[src/rtl/mini_cpu_pkg.sv]
// rtl/mini_cpu_pkg.sv - shared mini-cpu datapath types
package mini_cpu_pkg;

  typedef enum logic [1:0] {
    ST_IDLE  = 2'd0,
    ST_SHIFT = 2'd1,
    ST_DONE  = 2'd2
  } state_t;

endpackage

[src/rtl/full_adder.sv]
// rtl/full_adder.sv - single-bit full adder cell
module full_adder (
  output logic sum,
  output logic carry_out,
  input  logic a,
  input  logic b,
  input  logic carry_in
);

  assign sum       = a ^ b ^ carry_in;
  assign carry_out = (a & b) | (a & carry_in) | (b & carry_in);

endmodule

[src/rtl/serial_subtractor.sv]
// rtl/serial_subtractor.sv - bit-serial a - b, LSB first, with borrow/zero/overflow flags
module serial_subtractor
  import mini_cpu_pkg::*;
#(
  parameter int WIDTH = 8
) (
  input  logic             clk,
  input  logic             rst_n,
  input  logic             in_valid,
  output logic             in_ready,
  input  logic [WIDTH-1:0] a,
  input  logic [WIDTH-1:0] b,
  output logic             out_valid,
  input  logic             out_ready,
  output logic [WIDTH-1:0] result,
  output logic             borrow,
  output logic             zero,
  output logic             overflow
);

  localparam int CW = (WIDTH > 1) ? $clog2(WIDTH) : 1;
  localparam logic [CW-1:0] LAST = CW'(WIDTH - 1);

  state_t           state;
  logic [WIDTH-1:0] a_sh;
  logic [WIDTH-1:0] b_sh;
  logic [WIDTH-1:0] res;
  logic [WIDTH-1:0] res_next;
  logic             a_msb;
  logic             b_msb;
  logic             carry;
  logic [CW-1:0]    count;
  logic             sum;
  logic             carry_out;

  // a + ~b + 1: the inversion sits on the adder input, carry seeded with 1 at accept
  full_adder u_fa (
    .sum       (sum),
    .carry_out (carry_out),
    .a         (a_sh[0]),
    .b         (~b_sh[0]),
    .carry_in  (carry)
  );

  always_comb begin
    res_next            = res >> 1;
    res_next[WIDTH-1]   = sum;
  end

  assign result = res;

  always_ff @(posedge clk or negedge rst_n) begin
    if (!rst_n) begin
      state     <= ST_IDLE;
      in_ready  <= 1'b1;
      out_valid <= 1'b0;
      res       <= '0;
      borrow    <= 1'b0;
      zero      <= 1'b0;
      overflow  <= 1'b0;
      a_sh      <= '0;
      b_sh      <= '0;
      a_msb     <= 1'b0;
      b_msb     <= 1'b0;
      carry     <= 1'b0;
      count     <= '0;
    end else begin
      case (state)
        ST_IDLE: begin
          if (in_valid) begin
            a_sh     <= a;
            b_sh     <= b;
            a_msb    <= a[WIDTH-1];
            b_msb    <= b[WIDTH-1];
            carry    <= 1'b1;
            count    <= '0;
            in_ready <= 1'b0;
            state    <= ST_SHIFT;
          end
        end
        ST_SHIFT: begin
          res   <= res_next;
          a_sh  <= a_sh >> 1;
          b_sh  <= b_sh >> 1;
          carry <= carry_out;
          count <= count + CW'(1);
          if (count == LAST) begin
            borrow    <= ~carry_out;
            zero      <= (res_next == '0);
            overflow  <= (a_msb != b_msb) && (sum != a_msb);
            out_valid <= 1'b1;
            state     <= ST_DONE;
          end
        end
        ST_DONE: begin
          if (out_ready) begin
            out_valid <= 1'b0;
            in_ready  <= 1'b1;
            state     <= ST_IDLE;
          end
        end
        default: begin
          out_valid <= 1'b0;
          in_ready  <= 1'b1;
          state     <= ST_IDLE;
        end
      endcase
    end
  end

endmodule

[config.mk]
export PLATFORM = sky130hd
export DESIGN_NAME = serial_subtractor
export DESIGN_NICKNAME = d
export VERILOG_FILES = /design/src/rtl/mini_cpu_pkg.sv /design/src/rtl/full_adder.sv /design/src/rtl/serial_subtractor.sv
export SDC_FILE = /design/constraint.sdc
export NUM_CORES = 1
export LEC_CHECK = 0
export ABC_AREA = 0
export CORE_MARGIN = 2
export CORE_UTILIZATION = 46
export CTS_CLUSTER_DIAMETER = 30
export CTS_CLUSTER_SIZE = 24
export DETAILED_ROUTE_END_ITERATION = 8
export PLACE_DENSITY_LB_ADDON = 0.08
export SETUP_SLACK_MARGIN = 0.1
export SLEW_MARGIN = 20
export SYNTH_ARGS = -nofsm -noshare
export SYNTH_HDL_FRONTEND = slang
export SYNTH_SLANG_ARGS = --single-unit
[constraint.sdc]
create_clock -name clk -period 1.4 [get_ports clk]
set_input_delay 0.35 -clock clk [delete_from_list [all_inputs] [get_ports clk]]
set_output_delay 0.35 -clock clk [all_outputs]
set_load 0.02 [all_outputs]
==> flow_summary.json <==
{
  "busiest_layer": "met2",
  "drive_gt1_share_pct": 25.44,
  "worstMarginPinSlew_ns": 0.2533,
  "power.density_nw_per_um2": 2104,
  "fin_nets": 250,
  "die-area_um2": 4277,
  "maxCapViolCount": 0,
  "p_sw_share_pct": 38.38,
  "portBuffers": 32,
  "power_w": 0.004927,
  "vias": 1468,
  "ys_ff_latch": 37,
  "max_slew_margin_pct": 82.96,
  "rows": 22,
  "finalWorstSetupSlack_ns": -0.06051,
  "cts_tree": "yes",
  "grt_pass1_vias": 1431,
  "met2_usage_pct": 32.91,
  "crit_arrival_ns": 1.68,
  "cts_buffers": 5,
  "yosys-top-cells-count": "36 x dfrtp_1, 32 x nand2_1, 19 x a21oi_1",
  "synth_edf_count": 0,
  "avgSynthCellArea_um2": 9.853,
  "crit_type": "flip-flop to flip-flop",
  "syn_nets": 199,
  "drtIter0Drc": 69,
  "rsz0062_at_grt": "yes",
  "synth.most_common_cell": "dfrtp_1",
  "clockBufferDepth": 2,
  "first_pass_iters": 4,
  "syn_inst": 176,
  "fillCellCount": 324,
  "fp.dieH_um": 65.40,
  "ctsRootBufferMaster": "clkbuf_8",
  "grt_max_degree": 38,
  "clkLatencyLatePin_ns": 0.29,
  "dp_hpwl_um": 2804,
  "switching_power_w": 0.001891,
  "clock_skew_ns": 0.004668,
  "start_util_pct": 47.73,
  "required_ns": 1.62,
  "seqPwrFrac_pct": 37.6,
  "slew_viol_final": 0,
  "timing.fmax_ghz": 0.6847,
  "htreeDepth": 2,
  "io_pins": 33,
  "ys_seq_area_share_pct": 53.46,
  "setup_viol": 2,
  "use_met1_pct": 26.83,
  "cts.sinks": 37,
  "design_area_um2": 2342,
  "finalNonFillerCells": 276,
  "start_kind": "flip-flop",
  "status": "finished, violations left",
  "die_width_um": 65.40,
  "routabilityCongestion": 0.7794,
  "worstPathMaxFanout": 4,
  "peakVddDrop_uv": 1047,
  "clkTransAtPathRegs_ns": 0.07,
  "synth_cell_type_count": 27,
  "combinationalPowerShare_pct": 45.6,
  "grt-ovfl-total": 0,
  "hold_class": "input port to async pin",
  "netlist_top_cells_area": "dfrtp_1 52%, nand2_1 6.9%, a22oi_1 6.1%",
  "clockPowerShare_pct": 16.8,
  "fin_crit_sh_pct": 104.3,
  "power.internal_w": 0.003036,
  "power.leakage_nw": 1.095,
  "endpoint_kind": "flip-flop",
  "ys.flop_type": "dfrtp_1",
  "antenna_found_initial": 0,
  "area_growth_pct": 35.07,
  "period_minus_slack_ns": 1.461,
  "tns_ns": -0.09309,
  "remaining_drc_errors": 0,
  "track_usage_pct": 20.40,
  "postLayoutCoreUtil_pct": 64.46,
  "syn_area_um2": 1734,
  "grt.met3_usage_pct": 3.596,
  "violations": "negative setup slack",
  "ys_async_sr_fraction_pct": 100.0,
  "synth_top_area_share_pct": 51.95,
  "hold_violations": 0,
  "wire_per_inst_um": 15.09,
  "grt_pass1_wl_um": 6527,
  "yosysWarnings": 0,
  "post-synth-top-area-cell": "dfrtp_1",
  "via_per_inst": 5.319,
  "fp.coreArea_um2": 3633,
  "drt-total-wl_um": 4165,
  "ant_nets": 0,
  "n_antenna_cell": 0,
  "dp.cells": 263,
  "placed_cell_area_um2": 2196
}
-- what timing repair did --
item,4_1_cts,5_1_grt
pin swaps,2,1
setup endpoints to repair,16,29
cloned,0,1
hold buffers,0,0
resized for setup,49,20
setup buffers,2,2
-- stage by stage --
stage,worst slack (ns),hold WS [ns]
after CTS,-0.07098,0.4422
after global placement,-0.1967,0.4596
after global routing,-0.1189,0.4586
after detailed placement,-0.2106,0.4657
final,-0.06051,0.4192
after floorplan,0.03417,0.05441
-- kinds of logic (layout without fill, tap and decap cells) --
| kind of cell | after synthesis | after routing | synth area share [%] |
|---|---|---|---|
| buffers and inverters | 13 | 65 | 4.257 |
| adders and majority gates | 3 | 3 | 2.597 |
| and+or+nand+nor | 61 | 61 | 17.61 |
| AOI/OAI and AO/OA | 60 | 60 | 20.35 |
| muxes | 2 | 2 | 1.732 |
| DFF | 37 | 37 | 53.46 |
-- path summary, 6_finish.rpt --
check	startpoint	end	slack, ns	cells past startpoint
worst min-delay path	rst_n	result[2]	0.42	2
worst max-delay path	carry	overflow	-0.06	4
worst max register to register	carry	overflow	-0.06	4
min in group clk	result[0]	result[0]	0.47	2
worst min register to register	result[0]	result[0]	0.47	2
max in group asynchronous	rst_n	in_ready	0.72	2
-- area by class of cell --
cell class                      count  area, um^2  share of cell area (%)
Tap cell                           48       60.06                   2.564
Inverter                            2       7.507                  0.3205
Clock inverter                      1       5.005                  0.2137
Clock buffer                        7       96.34                   4.113
Sequential cell                    37       928.4                   39.64
Timing Repair Buffer               55       470.5                   20.09
Multi-Input combinational cell    126       774.5                   33.07
-- worst max-delay path, cell delays in order (launching register included) --
cell	delay, ns
dfrtp_1	0.41
fa_2	0.63
and3b_1	0.19
a21oi_2	0.04
o21ai_1	0.12
-- sequential cells by signal, indices dropped and copies added, names as in the netlist --
signal and count:
state 2, result 8, b_sh 8, zero 1, out_valid 1, carry 1
a_msb 1, in_ready 1, count 3, overflow 1, borrow 1, a_sh 8
b_msb 1
-- layout by cell type, fill, tap and decap left out, types with 2 or more instances in the layout --
| cell | synthesis | routed |
|---|---|---|
| buf_2 | 5 | 11 |
| a22oi_1 | 14 | 14 |
| buf_4 | 1 | 18 |
| o21ai_0 | 7 | 5 |
| clkbuf_8 | 0 | 7 |
| nand2_1 | 32 | 32 |
| mux2_4 | 2 | 2 |
| dfrtp_1 | 36 | 35 |
| nor2_1 | 5 | 5 |
| and2b_1 | 7 | 7 |
| clkdlybuf4s50_1 | 0 | 18 |
| a22o_1 | 2 | 2 |
| a21oi_1 | 19 | 18 |
| clkdlybuf4s15_2 | 0 | 2 |
| o21ai_1 | 15 | 16 |
| nor2b_1 | 10 | 9 |
| buf_6 | 2 | 4 |
-- power by group through the flow --
stage	Clock [W]	Sequential (W)	Combinational [W]
after floorplan	0	0.00200	0.00110
after global placement	0	0.00182	0.00209
after detailed placement	0	0.00185	0.00218
after CTS	0.000836	0.00184	0.00221
after global routing	0.000890	0.00190	0.00249
final	0.000829	0.00185	0.00225
-- per-layer routing --
| layer | part of all wire (%) | routed length, um |
|---|---|---|
| met1 | 47 | 1949 |
| met2 | 49 | 2025 |
| met3 | 2.9 | 122 |
| met4 | 1.6 | 68 |
| met5 | 0 | 0 |
No activity file was read; power rests on OpenSTA's default activity.
